`src/rtl/ifu_pkg.sv`:
```
// Shared types and constants for the instruction-fetch unit.
// Default widths/depth, the buffered {pc, inst} entry, and counter sizing.
package ifu_pkg;

  localparam int IFU_PC_W   = 32;
  localparam int IFU_INST_W = 32;
  localparam int IFU_DEPTH  = 2;
  localparam logic [IFU_PC_W-1:0] IFU_RESET_PC = 32'h8000_0000;
  localparam int IFU_CNT_W  = $clog2(IFU_DEPTH + 1);

  typedef struct packed {
    logic [IFU_PC_W-1:0]   pc;
    logic [IFU_INST_W-1:0] inst;
  } fetch_entry_t;

  // Occupancy counter must represent 0..depth inclusive.
  function automatic int cnt_width(input int depth);
    return $clog2(depth + 1);
  endfunction

endpackage

```
`src/rtl/fetch_fifo.sv`:
```
// Small fetch buffer with a combinational head; flush clears it in one cycle.
// DEPTH must be a power of two so the pointers wrap naturally.
module fetch_fifo
  import ifu_pkg::*;
#(
  parameter int  DEPTH   = IFU_DEPTH,
  parameter type entry_t = fetch_entry_t
) (
  input  logic   clk_i,
  input  logic   rst_i,
  input  logic   enq_i,
  input  logic   deq_i,
  input  logic   flush_i,
  input  entry_t enq_data_i,
  output logic   full_o,
  output logic   empty_o,
  output entry_t head_o
);

  localparam int PTR_W = $clog2(DEPTH);
  localparam int CNT_W = cnt_width(DEPTH);

  entry_t           mem_q [DEPTH];
  logic [PTR_W-1:0] wr_ptr_q, wr_ptr_d;
  logic [PTR_W-1:0] rd_ptr_q, rd_ptr_d;
  logic [CNT_W-1:0] count_q, count_d;

  always_comb begin
    wr_ptr_d = wr_ptr_q;
    rd_ptr_d = rd_ptr_q;
    count_d  = count_q;
    if (flush_i) begin
      wr_ptr_d = '0;
      rd_ptr_d = '0;
      count_d  = '0;
    end else begin
      if (enq_i) wr_ptr_d = wr_ptr_q + 1'b1;
      if (deq_i) rd_ptr_d = rd_ptr_q + 1'b1;
      case ({enq_i, deq_i})
        2'b10:   count_d = count_q + 1'b1;
        2'b01:   count_d = count_q - 1'b1;
        default: count_d = count_q;
      endcase
    end
  end

  always_ff @(posedge clk_i) begin
    if (rst_i) begin
      wr_ptr_q <= '0;
      rd_ptr_q <= '0;
      count_q  <= '0;
    end else begin
      wr_ptr_q <= wr_ptr_d;
      rd_ptr_q <= rd_ptr_d;
      count_q  <= count_d;
    end
  end

  always_ff @(posedge clk_i) begin
    if (enq_i && !flush_i && !rst_i) mem_q[wr_ptr_q] <= enq_data_i;
  end

  assign full_o  = (count_q == CNT_W'(DEPTH));
  assign empty_o = (count_q == '0);
  assign head_o  = mem_q[rd_ptr_q];

endmodule

```
`src/rtl/ifu_fetch_ctrl.sv`:
```
// PC generation and fetch buffering in front of a combinational instruction ROM.
// Redirects realign the PC and flush wrong-path entries from the buffer.
module ifu_fetch_ctrl
  import ifu_pkg::*;
#(
  parameter int              PC_W     = IFU_PC_W,
  parameter int              INST_W   = IFU_INST_W,
  parameter logic [PC_W-1:0] RESET_PC = PC_W'(IFU_RESET_PC),
  parameter int              DEPTH    = IFU_DEPTH
) (
  input  logic              clk_i,
  input  logic              rst_i,
  output logic [PC_W-1:0]   pc_o,
  input  logic [INST_W-1:0] inst_i,
  output logic              fetch_o,
  input  logic              redirect_valid_i,
  input  logic [PC_W-1:0]   redirect_pc_i,
  output logic              out_valid_o,
  input  logic              out_ready_i,
  output logic [PC_W-1:0]   out_pc_o,
  output logic [INST_W-1:0] out_inst_o
);

  typedef struct packed {
    logic [PC_W-1:0]   pc;
    logic [INST_W-1:0] inst;
  } entry_t;

  logic [PC_W-1:0] pc_q, pc_d;
  logic            full, empty, deq, fetch;
  entry_t          head, enq_data;

  assign out_valid_o = !rst_i && !empty;
  assign deq         = out_valid_o && out_ready_i;
  // A full buffer can still accept when its head leaves in the same cycle.
  assign fetch       = !rst_i && !redirect_valid_i && (!full || deq);
  assign fetch_o     = fetch;

  assign pc_o       = rst_i ? RESET_PC : pc_q;
  assign out_pc_o   = rst_i ? '0 : head.pc;
  assign out_inst_o = rst_i ? '0 : head.inst;
  assign enq_data   = '{pc: pc_q, inst: inst_i};

  always_comb begin
    pc_d = pc_q;
    if (redirect_valid_i) pc_d = {redirect_pc_i[PC_W-1:2], 2'b00};
    else if (fetch)       pc_d = pc_q + PC_W'(4);
  end

  always_ff @(posedge clk_i) begin
    if (rst_i) pc_q <= RESET_PC;
    else       pc_q <= pc_d;
  end

  fetch_fifo #(
    .DEPTH  (DEPTH),
    .entry_t(entry_t)
  ) u_fifo (
    .clk_i     (clk_i),
    .rst_i     (rst_i),
    .enq_i     (fetch),
    .deq_i     (deq),
    .flush_i   (redirect_valid_i),
    .enq_data_i(enq_data),
    .full_o    (full),
    .empty_o   (empty),
    .head_o    (head)
  );

endmodule

```
`config.mk`:
```
export PLATFORM = sky130hd
export DESIGN_NAME = ifu_fetch_ctrl
export DESIGN_NICKNAME = d
export VERILOG_FILES = /design/src/rtl/ifu_pkg.sv /design/src/rtl/fetch_fifo.sv /design/src/rtl/ifu_fetch_ctrl.sv
export SDC_FILE = /design/constraint.sdc
export NUM_CORES = 1
export LEC_CHECK = 0
export ABC_AREA = 1
export BUFFER_PORTS_ARGS = -buffer_cell sky130_fd_sc_hd__buf_2
export CORE_ASPECT_RATIO = 1.4
export CORE_MARGIN = 2
export CORE_UTILIZATION = 49
export DETAILED_ROUTE_END_ITERATION = 7
export GPL_TIMING_DRIVEN = 1
export PLACE_DENSITY = 0.82
export SLEW_MARGIN = 20
export SYNTH_ARGS = -nofsm -noshare
export SYNTH_HDL_FRONTEND = slang
export SYNTH_SLANG_ARGS = --single-unit
```
`constraint.sdc`:
```
create_clock -name clk_i -period 4.1 [get_ports clk_i]
set_clock_uncertainty 0.05 [all_clocks]
set_input_delay 0 -clock clk_i [delete_from_list [all_inputs] [get_ports clk_i]]
set_output_delay 0 -clock clk_i [all_outputs]
set_load 0.005 [all_outputs]
```
* Word level (Yosys, flattened, before mapping)
Memory sizes are Yosys's and may differ from the RTL's. A register that Yosys moved wholly into a read port is not among the register bits. Index checks and enable logic that the tools add are counted. W data, S select, Z words.
Storage, ports and cells: input bits 68, memories kept 1, bits in registers 36, memory bits (writable) 128
Memory list:
- u_fifo.mem_q | depth 2, width 64, rd ports 1, clocked after Yosys merged registers in 1, wr ports 1, RTL line fetch_fifo.sv:23 | entry_t mem_q [DEPTH];
Operators by class: add/sub/neg operators 5, mux-type cells 10, reductions and logical operators 15, eq/ne operators 3
Operators with widths (count):
- $mux W32 | 5
- $add A32 B3 Y32 const B | 1
- $logic_and A1 B1 Y1 | 6
- $eq A2 B2 Y1 const B | 2
- $logic_not A1 Y1 | 4
- $mux W1 | 4
- $pmux W2 S2 | 1
- $reduce_bool A2 Y1 | 2
- $add A1 B1 Y1 const B | 2
- $add A2 B1 Y2 const B | 1
- $eq A2 B1 Y1 const B | 1
- $logic_not A2 Y1 | 1
- $reduce_or A2 Y1 | 1
- $sub A2 B1 Y2 const B | 1
- $logic_or A1 B1 Y1 | 1

* Longest topological paths before layout
Gate-level depths: netlist of the first run.
depth after elaboration 10, depth in mapped cells 10

* Cells and area by module
A second synthesis of the first run with hierarchy kept.
Second synthesis, totals: cells, all modules 829, area total of the unflattened synthesis 8066.5 um2
Modules (own cells, without submodules):
- fetch_fifo | cells an instance 234, instances 1, area each 5154.9 um2
- ifu_fetch_ctrl | cells an instance 595, instances 1, area each 2911.5 um2

* Least setup slack after synthesis of the first run
No wires, ideal clock.
kind register to register, start register u_fifo.count_q[0], end memory u_fifo.mem_q[1][0] in the netlist's numbering (enable), data arrival time 3.361 ns, path slack 0.207 ns, cell stages (with the launch flop) 6, buffers on the path 1, clock period less this slack 3.893 ns, data required time 3.568 ns, cells stage by stage dfxtp_1 -> inv_1 -> o211ai_2 -> nand2_2 -> buf_2 -> nor2_1
On the way: cells in the longest elaborated chain, start to end 10
RTL lines:
- from (decl) | RTL line fetch_fifo.sv:26 | logic [CNT_W-1:0] count_q, count_d;
- from (signal assigned) | RTL line fetch_fifo.sv:55 | count_q <= count_d;
- $logic_not A2 Y1 | RTL line fetch_fifo.sv:64 | assign empty_o = (count_q == '0);
- $logic_not A1 Y1 | RTL line ifu_fetch_ctrl.sv:33 | assign out_valid_o = !rst_i && !empty;
- $logic_and A1 B1 Y1 | RTL line ifu_fetch_ctrl.sv:33
- $logic_and A1 B1 Y1 | RTL line ifu_fetch_ctrl.sv:34 | assign deq = out_valid_o && out_ready_i;
- $logic_or A1 B1 Y1 * | RTL line ifu_fetch_ctrl.sv:36 | assign fetch = !rst_i && !redirect_valid_i && (!full || deq);
- $logic_and A1 B1 Y1 * | RTL line ifu_fetch_ctrl.sv:36
- $logic_and A1 B1 Y1 * (2 in series) | RTL line fetch_fifo.sv:60 | if (enq_i && !flush_i && !rst_i) mem_q[wr_ptr_q] <= enq_data_i;
- $mux W1 * | RTL line fetch_fifo.sv:60
- $mux W1 (not written as such) * | RTL line fetch_fifo.sv:60
- to (decl) | RTL line fetch_fifo.sv:23
Mark *: on every way between the ends. The rest lies on a longest branch, timed or not.

* Worst setup path in the final report of the first run
start register u_fifo.count_q[0], end memory u_fifo.mem_q[0][51] in the netlist's numbering (enable)
The elaborated chain is that of the path after synthesis.

==> results of run 1 <==
[per-layer routing]
| metal | global-route usage [%] | wire, um | vias up |
|---|---|---|---|
| met4 | 12.3 | 582 | 0 |
| met1 | 26.5 | 7220 | 2927 |
| met5 | 0 | 0 | - |
| li1 | - | - | 3060 |
| met2 | 43.1 | 9920 | 244 |
| met3 | 3.99 | 1010 | 43 |
[worst min path at each step]
stage / start / end / slack, ps / depth (start not counted)
finish: redirect_valid_i / pc_q[18] / 30 / 5
global route: redirect_valid_i / pc_q[13] / 50 / 3
CTS: redirect_valid_i / pc_q[18] / 20 / 5
detailed placement: inst_i[15] / u_fifo.mem_q[1][15] / 140 / 1
global placement: inst_i[11] / u_fifo.mem_q[1][11] / 140 / 1
floorplan: inst_i[0] / u_fifo.mem_q[0][0] / 50 / 0
[cells in the final DEF, fill, tap and decap left out, types with 2 or more instances in the layout]
| master | instances |
|---|---|
| inv_2 | 7 |
| clkinv_2 | 3 |
| o21ai_1 | 5 |
| nand2_1 | 160 |
| dlygate4sd3_1 | 65 |
| nand2_4 | 3 |
| edfxtp_1 | 124 |
| nand3_1 | 36 |
| nand3_2 | 2 |
| clkbuf_16 | 17 |
| inv_1 | 52 |
| nor2_2 | 6 |
| conb_1 | 4 |
| a21oi_1 | 20 |
| nor2_4 | 5 |
| bufinv_16 | 4 |
| clkinvlp_4 | 4 |
| o21ai_0 | 80 |
| o22ai_1 | 3 |
| clkbuf_1 | 4 |
| nor2_1 | 205 |
| buf_4 | 6 |
| xor2_1 | 5 |
| dfxtp_1 | 34 |
| buf_2 | 159 |
| ha_1 | 2 |
| nand4_1 | 2 |
[power groups by stage]
stage / registers (mW) / clock network, mW / logic [mW]
final: 1.86 / 1.64 / 0.338
after detailed placement: 1.89 / 0 / 0.286
after global placement: 1.89 / 0 / 0.279
after CTS: 1.86 / 1.66 / 0.336
after floorplan: 1.88 / 0 / 0.168
after global routing: 1.87 / 1.73 / 0.376
[registers in the layout, indices dropped and copies added, names as in the netlist, named ones only]
name	flops
u_fifo.mem_q	124
u_fifo.count_q	2
u_fifo.wr_ptr_q	1
pc_q	30
u_fifo.rd_ptr_q	1
[cell usage after synthesis (3+ instances only)]
cell	number
a21oi_1	20
buf_2	9
buf_4	5
clkbuf_1	22
dfxtp_1	35
edfxtp_1	124
inv_1	53
inv_2	6
nand2_1	160
nand2_4	3
nand3_1	36
nor2_1	206
nor2_2	6
nor2_4	4
o21ai_0	80
o21ai_1	5
o22ai_1	3
xor2_1	5
[cells by family (layout without fill, tap and decap cells)]
| group | count (synthesis) | count (layout) | synth area share [%] |
|---|---|---|---|
| multiplexers | 1 | 1 | 0.138 |
| XOR/XNOR | 5 | 5 | 0.603 |
| buffers and inverters | 101 | 323 | 5.85 |
| AO/OA/AOI/OAI | 112 | 112 | 7.97 |
| adder cells (fa/ha/maj) | 2 | 2 | 0.344 |
| flip-flops | 159 | 159 | 60.9 |
| other | 1 | 4 | 0.0516 |
| AND/OR/NAND/NOR | 425 | 425 | 24.1 |
[cell type report]
| cell class | instances | area [um^2] | area share [%] |
|---|---|---|---|
| clock inverter | 10 | 164 | 1.74 |
| tap | 189 | 236 | 2.51 |
| timing repair buffer | 230 | 1490 | 15.8 |
| inverter | 61 | 231 | 2.45 |
| clock buffer | 22 | 454 | 4.81 |
| sequential | 159 | 4430 | 46.9 |
| multi-input combinational | 549 | 2430 | 25.8 |
[worst max-delay path, cell delays in order, from the launching register on]
cell and delay (ps):
dfxtp_1 350, inv_1 100, o211ai_2 80, nand2_2 350
inv_2 360, nand2_1 140, inv_2 420, buf_4 400
==> flow_summary.json, run 1 <==
{
  "synth_edf_count": 124,
  "dp_hpwl_um": 11700,
  "diodes": 0,
  "yosysSeqAreaShare_pct": 60.9,
  "synth_top_area_share_pct": 51.2,
  "cts_buffers": 17,
  "final_core_util_pct": 65.0,
  "layout.nets": 1088,
  "num-fill-cells": 1141,
  "synth_ff_type": "edfxtp_1",
  "combinationalPowerShare_pct": 8.8,
  "wirelength_um": 18700,
  "htreeDepth": 4,
  "rsz0062_at_grt": "false",
  "port_buffers": 159,
  "powerDensity_mw_per_mm2": 407,
  "ys_types": 37,
  "synthTopCellsByArea": "edfxtp_1, nor2_1, dfxtp_1, nand2_1, o21ai_0",
  "die_h_um": 148,
  "rows": 52,
  "finish.instance_area_mm2": 0.00944,
  "grt_pass1_wl_um": 29000,
  "postCtsHoldBufs": 65,
  "cts-root-buf": "clkbuf_16",
  "setup_viol": 0,
  "crit_path_start_kind": "register",
  "gp_congestion": 0.875,
  "crit_start": "u_fifo.count_q[0]",
  "grt_max_degree": 74,
  "slew_viol_final": 0,
  "clk_pin_slew_ps": 60,
  "grt_pass1_vias": 6176,
  "rrSetupSlack_ps": 1510,
  "clk_latency_ps": 420,
  "dp_slack_ps": 1530,
  "p_clk_share_pct": 42.7,
  "dpl_cell_area_mm2": 0.00817,
  "dr_total_vias": 6274,
  "worst_slack_ps": 1510,
  "clock-sinks": 159,
  "cp_max_fo": 24,
  "drv_cap": 0,
  "ir_worst_vdd_uv": 262,
  "die-area_mm2": 0.0158,
  "yosysTopAreaCell": "edfxtp_1",
  "tns_ps": 0,
  "reg2reg_from": "u_fifo.count_q[0]",
  "min_period_ps": 2590,
  "ys_ff_latch": 159,
  "power.switching_uw": 850,
  "core_mm2": 0.0145,
  "worst_pin_slew_ps": 967,
  "syn_area_per_cell_um2": 9.01,
  "cts_tree": "yes",
  "p_int_mw": 2.99,
  "syn_area_mm2": 0.00727,
  "routed_via_density": 5.14,
  "synthArstFlopShare_pct": 0,
  "clock_path_buffers": 2,
  "power_frac_seq_pct": 48.5,
  "synth_warnings": 0,
  "drt_iter0_markers": 379,
  "relSlewSlack_pct": 35.5,
  "antenna_left": 0,
  "whs_ps": 32.2,
  "syn_inst": 806,
  "crit_required_ps": 4140,
  "finalHoldViolations": 0,
  "first_pass_iters": 5,
  "cts_setup_buffers": 0,
  "drive_gt1_share_pct": 21.6,
  "start_util_pct": 50.1,
  "dieWidth_um": 107,
  "rr_worst_depth": 7,
  "syn2layout_area_growth_pct": 29.9,
  "min_path_type": "primary input to register",
  "fin_crit_sh_pct": 63.2,
  "swShare_pct": 22.1,
  "grt_overflow": 0,
  "antenna_found_initial": 0,
  "r2r-end": "u_fifo.mem_q[0][51]",
  "wl_per_cell_um": 15.4,
  "fin_cells": 1220,
  "crit_type": "register to register",
  "p_leak_nw": 4.07,
  "p_total_mw": 3.84,
  "status": "finished clean",
  "worstSetupEndpoint": "u_fifo.mem_q[0][51]",
  "cts-resized-gates": 0,
  "fmax_ghz": 0.386,
  "track_usage_pct": 23.8,
  "cp-end-kind": "register",
  "critPathArrivalTime_ps": 2630,
  "dp_cells": 1123,
  "ios": 166,
  "drc": 0
}
No activity file was read; power rests on OpenSTA's default activity.
==> run 2: changes to the inputs <==
- CORE_UTILIZATION: 49 -> 54
- PLACE_DENSITY: 0.82 -> 0.86
- clock period: 4.1 -> 2.7 ns (I/O delays scaled with it)
==> run 2 against run 1 <==
Compared with the run above:
- count of clock-buffer cells in the layout fell by 3
- sequential power rose by 52%
- die area fell by 9.0%
- cell count fell by 0.25%
- critical path type unchanged
- critical endpoint is now pc_q[4]
- largest power group unchanged
- highest routed layer unchanged
==> flow_summary.json, run 2 (synthesis results as in run 1) <==
{
  "status": "finished clean",
  "final_core_util_pct": 71.3,
  "die_h_um": 141,
  "mostFrequentLayoutCells": "nor2_1, nand2_1, buf_2",
  "clock_path_buffers": 2,
  "crit_type": "register to register",
  "reg.largest.list": "u_fifo.mem_q x124, pc_q x30, u_fifo.count_q x2",
  "rrSetupSlack_ps": 480,
  "diodes": 0,
  "start_util_pct": 54.8,
  "die-area_mm2": 0.0144,
  "clk_pin_slew_ps": 60,
  "clock-sinks": 159,
  "num-fill-cells": 962,
  "cts_setup_buffers": 0,
  "wl_per_cell_um": 15.4,
  "crit_slowest_cell": "dlygate4sd3_1",
  "crit_required_ps": 3010,
  "largest_reg_flops": 124,
  "cp.depth": 8,
  "core_mm2": 0.0133,
  "gp_congestion": 0.888,
  "cp-end-kind": "register",
  "top_register": "u_fifo.mem_q",
  "slew_viol_final": 0,
  "postCtsHoldBufs": 64,
  "grt_max_degree": 63,
  "clk_latency_ps": 410,
  "setup_viol": 0,
  "relSlewSlack_pct": 57.7,
  "p_int_mw": 4.34,
  "fin_crit_sh_pct": 82.3,
  "first_pass_iters": 5,
  "drv_cap": 0,
  "p_leak_nw": 4.09,
  "critPathArrivalTime_ps": 2530,
  "cp_max_fo": 20,
  "dp_cells": 1121,
  "p_clk_share_pct": 40.7,
  "slowest_delay_ps": 550,
  "tns_ps": 0,
  "cts-root-buf": "clkbuf_16",
  "drc": 0,
  "multi_input_comb_area_mm2": 0.00243,
  "cts_buffers": 17,
  "worstSetupEndpoint": "pc_q[4]",
  "drive_gt1_share_pct": 22.1,
  "finish.instance_area_mm2": 0.00946,
  "htreeDepth": 4,
  "layout.nets": 1092,
  "seq_area_mm2": 0.00443,
  "power.switching_mw": 1.31,
  "antenna_left": 0,
  "crit_family": "buffers and inverters",
  "dieWidth_um": 102,
  "reg2reg_from": "u_fifo.count_q[0]",
  "min_path_type": "primary input to register",
  "dp_hpwl_um": 11600,
  "rows": 50,
  "crit_path_start_kind": "register",
  "worst_pin_slew_ps": 633,
  "ios": 166,
  "finalHoldViolations": 0,
  "track_usage_pct": 26.3,
  "rsz0062_at_grt": "false",
  "grt_pass1_wl_um": 29200,
  "routed_via_density": 5.23,
  "port_buffers": 159,
  "cts_tree": "yes",
  "cp_cell_sequence": "inv_1, o211ai_2, nand2_2, nand2_4, inv_2, o21ai_1, a21oi_1, dlygate4sd3_1",
  "ir_worst_vdd_uv": 340,
  "p_total_mw": 5.65,
  "syn2layout_area_growth_pct": 30.2,
  "min_period_ps": 2220,
  "swShare_pct": 23.1,
  "combinationalPowerShare_pct": 9.3,
  "r2r-end": "pc_q[4]",
  "grt_pass1_vias": 6142,
  "final_common_cell": "nor2_1",
  "dr_total_vias": 6365,
  "rr_worst_depth": 8,
  "cts-resized-gates": 0,
  "wirelength_um": 18800,
  "fin_cells": 1217,
  "fmax_ghz": 0.450,
  "min_path_cells": 4,
  "crit_start": "u_fifo.count_q[0]",
  "drt_iter0_markers": 465,
  "antenna_found_initial": 0,
  "power_frac_seq_pct": 50.0,
  "grt_overflow": 0,
  "path_buf_inv": 3,
  "powerDensity_mw_per_mm2": 597,
  "dpl_cell_area_mm2": 0.00825
}
-- run 2: stage by stage --
stage               setup slack (ps)  hold slack [ps]
floorplan                        149             48.9
global placement                 847              138
detailed placement               792              141
CTS                              542            0.816
global route                     367             21.8
finish                           479             16.5
-- run 2: layout make-up --
class / instances / share of cell area, %
Clock buffer: 19 / 4.58
Clock inverter: 13 / 1.44
Inverter: 61 / 2.43
Multi-Input combinational cell: 549 / 25.7
Sequential cell: 159 / 46.8
Tap cell: 182 / 2.41
Timing Repair Buffer: 234 / 16.6
-- run 2: per-layer routing --
metal  GRT usage, %  share of wire (%)
met5              0                  0
met4           13.5                3.8
met3           4.63                6.6
met2           46.2                 52
met1           30.3                 37
-- run 2: how the worst min path moves through the flow --
stage / from / to / slack [ps]
after CTS: rst_i / u_fifo.count_q[0] / 0.8
after floorplan: inst_i[0] / u_fifo.mem_q[0][0] / 50
final: rst_i / u_fifo.count_q[1] / 20
after global routing: rst_i / u_fifo.count_q[1] / 20
after detailed placement: inst_i[28] / u_fifo.mem_q[0][28] / 140
after global placement: inst_i[13] / u_fifo.mem_q[1][13] / 140
-- run 2: power groups by stage --
stage	Combinational, mW	Clock (mW)	Sequential (mW)
after floorplan	0.256	0	2.85
after global placement	0.432	0	2.87
after detailed placement	0.443	0	2.87
after CTS	0.518	2.32	2.82
after global routing	0.583	2.43	2.84
final	0.528	2.30	2.83
-- run 2: worst register-to-register path, delay by kind of cell, from the launching register on --
| kind | cells | cell delay, ps |
|---|---|---|
| AND/OR/NAND/NOR | 2 | 410 |
| AO/OA/AOI/OAI | 3 | 330 |
| buffers and inverters | 3 | 1060 |
| flip-flops | 1 | 320 |
